--- config.mk ---
export PLATFORM = sky130hd
export DESIGN_NAME = iobuf_offset_cal
export DESIGN_NICKNAME = d
export VERILOG_FILES = /design/src/rtl/iobuf_offset_cal.sv
export SDC_FILE = /design/constraint.sdc
export NUM_CORES = 1
export LEC_CHECK = 0
export CORE_MARGIN = 3
export CORE_UTILIZATION = 58
export CTS_CLUSTER_SIZE = 14
export DETAILED_ROUTE_END_ITERATION = 7
export PLACE_DENSITY = 0.8
export SYNTH_ARGS = -nofsm -noshare
export SYNTH_HDL_FRONTEND = slang
export SYNTH_SLANG_ARGS = --single-unit
--- constraint.sdc ---
create_clock -name clk -period 2.8 [get_ports clk]
set_input_delay 0.84 -clock clk [delete_from_list [all_inputs] [get_ports clk]]
set_output_delay 0.84 -clock clk [all_outputs]
set_load 0.01 [all_outputs]
--- src/rtl/iobuf_offset_cal.sv ---
// rtl/iobuf_offset_cal.sv - IOBUFE3 input-buffer offset calibration sequencer
//
// Sweeps the pad trim code from -7 to +7 and records the first code at which
// the (synchronized) buffer output reads 1 by majority. Optional feature
// macro: IOBUF_CAL_ABORT_EN adds an abort input that cancels a running sweep.
//
// Ports:
//   clk, rst    clock, asynchronous active-high reset
//   start       calibration request, sampled only in IDLE
//   abort       (IOBUF_CAL_ABORT_EN only) cancel a running sweep
//   buf_o       IOBUFE3 O output, asynchronous
//   osc, osc_en IOBUFE3 OSC trim code (bit 3 = sign, 1 = positive) and enable
//   busy        sweep in progress
//   done        one-cycle completion pulse
//   cal_err     no in-range transition found
//   code_out    calibrated code, osc encoding
//   code_valid  code_out holds a completed result
module iobuf_offset_cal #(
    parameter int SETTLE_CYCLES = 8,
    parameter int SAMPLES       = 16
) (
    input  logic       clk,
    input  logic       rst,
    input  logic       start,
`ifdef IOBUF_CAL_ABORT_EN
    input  logic       abort,
`endif
    input  logic       buf_o,
    output logic [3:0] osc,
    output logic       osc_en,
    output logic       busy,
    output logic       done,
    output logic       cal_err,
    output logic [3:0] code_out,
    output logic       code_valid
);

    localparam int SW = $clog2(SAMPLES);
    localparam int OW = SW + 1;

    localparam logic [7:0]    SETTLE_LAST = 8'(SETTLE_CYCLES - 1);
    localparam logic [SW-1:0] SAMPLE_LAST = SW'(SAMPLES - 1);
    localparam logic [OW:0]   SAMPLES_W   = (OW + 1)'(SAMPLES);

    typedef enum logic [2:0] {
        IDLE,
        SETTLE,
        SAMPLE,
        EVAL,
        DONE
    } state_t;

    state_t        state;
    logic [3:0]    step;
    logic [7:0]    settle_cnt;
    logic [SW-1:0] sample_cnt;
    logic [OW-1:0] ones;
    logic          sync1;
    logic          sync2;
    logic [3:0]    res_code;
    logic          res_err;
    logic          prev_valid;
    logic          abort_req;
    logic          hit;

`ifdef IOBUF_CAL_ABORT_EN
    assign abort_req = abort;
`else
    assign abort_req = 1'b0;
`endif

    // Majority with ties counted as a hit: 2*ones >= SAMPLES.
    assign hit = ({1'b0, ones, 1'b0} >= {1'b0, SAMPLES_W});

    // Step s maps to value s-7; zero is encoded as positive (4'b1000).
    function automatic logic [3:0] enc(input logic [3:0] s);
        logic [3:0] d;
        if (s < 4'd7) begin
            d = 4'd7 - s;
            return {1'b0, d[2:0]};
        end else begin
            d = s - 4'd7;
            return {1'b1, d[2:0]};
        end
    endfunction

    always_ff @(posedge clk or posedge rst) begin
        if (rst) begin
            state      <= IDLE;
            step       <= 4'd0;
            settle_cnt <= 8'd0;
            sample_cnt <= '0;
            ones       <= '0;
            sync1      <= 1'b0;
            sync2      <= 1'b0;
            res_code   <= 4'b1000;
            res_err    <= 1'b0;
            prev_valid <= 1'b0;
            osc        <= 4'b1000;
            osc_en     <= 1'b0;
            busy       <= 1'b0;
            done       <= 1'b0;
            cal_err    <= 1'b0;
            code_out   <= 4'b1000;
            code_valid <= 1'b0;
        end else begin
            sync1 <= buf_o;
            sync2 <= sync1;
            done  <= 1'b0;
            if (abort_req && (state == SETTLE || state == SAMPLE || state == EVAL)) begin
                // code_out is only written in DONE, so it still holds the
                // pre-start result; only code_valid needs restoring.
                state      <= IDLE;
                osc_en     <= 1'b0;
                busy       <= 1'b0;
                osc        <= code_out;
                code_valid <= prev_valid;
                cal_err    <= 1'b0;
            end else begin
                case (state)
                    IDLE: begin
                        osc    <= code_out;
                        osc_en <= 1'b0;
                        if (start) begin
                            step       <= 4'd0;
                            osc        <= enc(4'd0);
                            osc_en     <= 1'b1;
                            busy       <= 1'b1;
                            cal_err    <= 1'b0;
                            prev_valid <= code_valid;
                            code_valid <= 1'b0;
                            settle_cnt <= 8'd0;
                            ones       <= '0;
                            state      <= SETTLE;
                        end
                    end
                    SETTLE: begin
                        // Also covers the two-flop synchronizer latency.
                        if (settle_cnt == SETTLE_LAST) begin
                            settle_cnt <= 8'd0;
                            sample_cnt <= '0;
                            state      <= SAMPLE;
                        end else begin
                            settle_cnt <= settle_cnt + 8'd1;
                        end
                    end
                    SAMPLE: begin
                        ones <= ones + OW'(sync2);
                        if (sample_cnt == SAMPLE_LAST) begin
                            state <= EVAL;
                        end else begin
                            sample_cnt <= sample_cnt + 1'b1;
                        end
                    end
                    EVAL: begin
                        if (hit) begin
                            // A hit at the first code means the offset is
                            // beyond the negative trim range.
                            res_err  <= (step == 4'd0);
                            res_code <= (step == 4'd0) ? 4'b0111 : osc;
                            state    <= DONE;
                        end else if (step == 4'd14) begin
                            res_err  <= 1'b1;
                            res_code <= 4'b1111;
                            state    <= DONE;
                        end else begin
                            step       <= step + 4'd1;
                            osc        <= enc(step + 4'd1);
                            ones       <= '0;
                            settle_cnt <= 8'd0;
                            state      <= SETTLE;
                        end
                    end
                    DONE: begin
                        code_out   <= res_code;
                        code_valid <= 1'b1;
                        cal_err    <= res_err;
                        done       <= 1'b1;
                        busy       <= 1'b0;
                        osc_en     <= 1'b0;
                        osc        <= res_code;
                        state      <= IDLE;
                    end
                    default: state <= IDLE;
                endcase
            end
        end
    end

endmodule

== Word level (Yosys, flattened, before mapping) ==
Cells that the tools add are included.
Operators by class
  add/subtract/negate cells: 6
  $mul: 0
  divide/modulo/power cells: 0
  order comparisons: 2
  equality and inequality tests: 13
  shift operators: 0
  mux-type cells: 40
  bitwise operators: 0
  reduce and logical (&&, ||, !) cells: 17
Operators with widths (count)
  $mux 4: 12
  $mux 8: 4
  $pmux 8 s3: 1
  $pmux 4 s2: 2
  $mux 3: 5
  $mux 5: 3
  $pmux 5 s3: 1
  $pmux 3 s4: 1
  $pmux 4 s3: 1
  $reduce_and 4->1: 3
  $reduce_and 3->1: 3
  $reduce_bool 3->1: 3
  $add 4x1->4 const B: 2
  $add 8x1->8 const B: 1
  $eq 4x4->1 const B: 2
  $eq 8x3->1 const B: 1
  $ne 2x2->1 const B: 4
  $pmux 1 s2: 4
  $reduce_bool 2->1: 4
  $eq 3x2->1 const B: 2
  $ge 6x5->1 const B: 1
  $mux 1: 6
  $add 5x1->5: 1
  $logic_not 4->1: 1
  other kinds (8): 10
Word-level totals
  bits in registers: 44
  bits in latches: 0
  RAM bits: 0
  ROM bits: 0
  input bits: 4
  output and inout bits: 13
  logic and storage cells: 94
  memories kept: 0

== Logic depth before layout (Yosys ltp) ==
  depth in word-level cells: 6
  mapped depth: 8
  depth with buffers taken out: 7

== Least setup slack after synthesis ==
Ideal clock, no wire load.
  path kind: reg2reg
  start point: reg step[0]
  end point: reg settle_cnt[6]
  library setup time: 138 ps
  arrival time: 1891 ps
  path slack: 771 ps
  cell stages (with the launch flop): 9
  cells stage by stage: dfrtp_1 inv_1 ha_1 a311oi_4 nor2_1 or3_1 buf_2 o21ai_1 o41ai_1
On the way
  word-level cells in the longest chain between the ends: 3
RTL lines
  from (decl): RTL line 54  | logic [3:0] step;
  from (signal assigned): RTL line 167  | step <= step + 4'd1;
  $eq 4x4->1: RTL line 162  | end else if (step == 4'd14) begin
  $ne 2x2->1 (no source line)
  $reduce_and 4->1 (no source line)
  to (signal assigned): RTL line 144  | settle_cnt <= settle_cnt + 8'd1;
  to (decl): RTL line 55  | logic [7:0] settle_cnt;
Every way passes these cells.
A chain may end at the register's enable or synchronous reset.

== Worst setup path after layout ==
  start point: reg step[0]
  end point: reg step[2]
On the way
  word-level cells in the longest chain between the ends: 4
  elaborated cells between the ends (all ways): 7
RTL lines
  $add 4x1->4: RTL line 167
  $mux 4: RTL line 162
  $mux 4: RTL line 156  | if (hit) begin
  $pmux 4 s2: RTL line 120  | case (state)
Parallel ways exist; a longest one is shown, timed or not. The select of a mux whose other input is x is not followed.

==> summary.txt <==
Outcome = finished, final reports clean
Largest stage delay on the critical path = 0.50 ns
Power per cell area = 820 nW/um^2
Antenna diode count = 0
Starting DRT DRC Count = 155
Post-CTS setup buffer count = 0
CTS clk-pin slew, worst paths = 0.08 ns
Mean Syn Cell Area = 9.60 um^2
GP Congestion = 0.822
Cell leakage power = 1.15 nW
TritonCTS clock tree = done
Most used DFF post-synth = dfrtp_1
Area grow syn2layout = 13.7%
RSZ-0062 raised after global routing = no
Xor/xnor share of the synthesized area = 1.89%
IO buf count = 16
Antenna Nets Post-Route = 0
Layout Skew = 0.0147 ns
Die width = 69.2 um
Commonest non-fill, non-tap cell in the layout = dfrtp_1
Largest family of logic cells by synthesized area = compound AO/OA/AOI/OAI gates
Post-Synthesis Cell Area = 2310 um^2
R2R Setup Slk = 0.41 ns
Synth Area in Simple Gates = 18.8%
#FFs+latches synth = 44
Total gr overflow = 0
Post-Synth Adder-Cell Area = 3.78%
Worst Path Required = 2.98 ns
Total Nets Final = 267
Max Slew Vio Count = 0
Final worst path period share = 85.3%
Complex-gate fraction of the synthesized area = 20.9%
Commonest non-fill, non-tap cells in the layout = dfrtp_1 (41), nand2_1 (24), nor2_1 (21), o21ai_0 (18)
Mux share of post-synthesis cell area = 3.78%
Kind of critical path = reg2reg
Slew margin rel. = 57.3%
DP HPWL = 3.39 mm
Vias = 1,850
Sequential share of the synthesized area = 47.7%
P_int = 0.00135 W
Core area = 3740 um^2
Post-synth EDFFs = 0
Vias in the first global route = 1,765
Via/cell ratio = 6.07
DRC errors left = 0
Logic pwr share = 36.4%
Share of the synthesized area in the top cell type = 44.3%
Synth warn = 0
First-pass GRT wire length = 8.29 mm
TritonCTS Sinks = 44
Mapped Cells = 241
Pin count of the biggest net entering global routing = 29
Worst Setup End Kind = flop
Async SR Flop Fraction = 100%
Power Total = 0.00216 W
Synthesized net count = 252
Max Clk Rate = 419 MHz
Clock Path Buffers = 2
Slowest cell on crit path = a311oi_4
Net Sw Frac = 37.5%
Slew @ Worst Pin = 0.636 ns
# rows = 22
Drt wl/cell = 15.5 um
Synth top area cells = dfrtp_1 (44%), o21ai_0 (3.9%), nand2_1 (3.9%)
Area leader, netlist = dfrtp_1
TritonRoute pass-1 iters = 4
Max Cap Violations = 0
Yosys cell types = 52
Final Hold Fails = 0
H-tree lvl count = 2
DRT Wirelength = 4.73 mm
Critical Path Start Type = flop
CTS Root Cell = clkbuf_8
Post-CTS resize count = 0
Peak supply drop = 0.000404 V
Initial Util = 61.8%
IO Count = 17
Clock share of power = 22.0%
Critical-path cell list = inv_1 -> ha_1 -> a311oi_4 -> nand3_1 -> a21oi_2 -> o21ai_0 -> a32o_1
Setup TNS = 0 ns
Switch Pwr = 0.000810 W
Min Tclk post-route = 2.39 ns
Overall Global Routing Usage = 21.1%
Antenna violations before repair = 0
Worst Path Arrival = 2.57 ns
Die height = 69.2 um
Max Fanout on Critical Path = 8
Final setup viols = 0
Post-CTS Hold Buffers = 0
Share of cells above drive strength 1 = 11.3%
Seq pwr share = 41.6%
Hold Crit Class = reg2reg
Num CTS Buffers = 5
Die ar. = 4790 um^2
Worst-Skew Late Latency = 0.30 ns
layout make-up:
cell class | count | area [um^2]
inverter | 7 | 26.3
sequential | 44 | 1100
timing repair buffer | 19 | 195
clock buffer | 6 | 72.6
multi-input combinational | 179 | 1140
clock inverter | 2 | 35.0
tap | 48 | 60.1
fill | 302 | 1110
Yosys cell counts, types with 3 or more instances:
cell type and number:
a21oi_1 16, a22o_1 5, a31oi_1 4, buf_2 4, clkbuf_1 6, dfrtp_1 41, dfstp_2 3, ha_1 7
inv_1 7, mux2_2 6, nand2_1 24, nand3_1 6, nand3b_1 3, nand4_1 4, nor2_1 21, nor2b_1 4
nor3_1 5, o21ai_0 18, o21ai_1 7, o22a_1 3, or2_2 4, xor2_1 3
path summary, 6_finish.rpt:
path,cells past startpoint,to,from
min in group asynchronous,2,settle_cnt[3]$_DFFE_PP0P_,rst
worst min-delay path,0,sync2$_DFF_PP0_,sync1$_DFF_PP0_
worst max register to register,7,step[2]$_DFFE_PP0P_,step[0]$_DFFE_PP0P_
worst max-delay path,7,step[2]$_DFFE_PP0P_,step[0]$_DFFE_PP0P_
worst min register to register,0,sync2$_DFF_PP0_,sync1$_DFF_PP0_
max in group asynchronous,3,code_out[3]$_DFFE_PP1P_,rst
routing by layer:
layer  track usage (%)  part of all wire, %  wire, um
met1              29.8                   47      2220
met2              32.6                   49      2300
met3              4.78                  2.8       134
met4              6.07                  1.5        69
met5                 0                    0         0
registers in the layout (all words and copies together) (netlist names), 3 cells and up:
name and flops:
settle_cnt 8, ones 5, code_out 4, osc 4, res_code 4, sample_cnt 4
step 4, state 3
cells by family after synthesis:
logic type / Yosys count
simple gates: 86
compound gates: 73
flops: 44
buf+inv: 18
mux: 8
fa+ha+maj: 7
xor+xnor: 5
through the flow:
step                hold WS [ns]  setup slack [ns]  area (um^2)  utilization (%)  cells
floorplan                  0.331             0.771         2310                -    241
global placement           0.333             0.293         2520             67.4    297
detailed placement         0.341             0.250         2520             67.4    297
CTS                        0.358             0.443         2630             70.3    305
global route               0.370             0.230         2630             70.3    305
finish                     0.355             0.411         2630             70.3    305
power groups by stage:
stage | clock [W] | combinational (W) | sequential [W]
6_report | 0.000476 | 0.000786 | 0.000897
2_1_floorplan | 0 | 0.000607 | 0.000855
5_1_grt | 0.000514 | 0.000892 | 0.000924
3_5_place_dp | 0 | 0.000782 | 0.000908
3_3_place_gp | 0 | 0.000755 | 0.000902
4_1_cts | 0.000484 | 0.000785 | 0.000895
critical path, delay by kind of cell (launching register included):
family	cells	cell delay, ns
adder cells (fa/ha/maj)	1	0.32
AND/OR/NAND/NOR	1	0.16
AO/OA/AOI/OAI	4	1.20
buffers and inverters	1	0.15
flip-flops	1	0.44
Note: power is estimated with default switching activity, not from simulation.
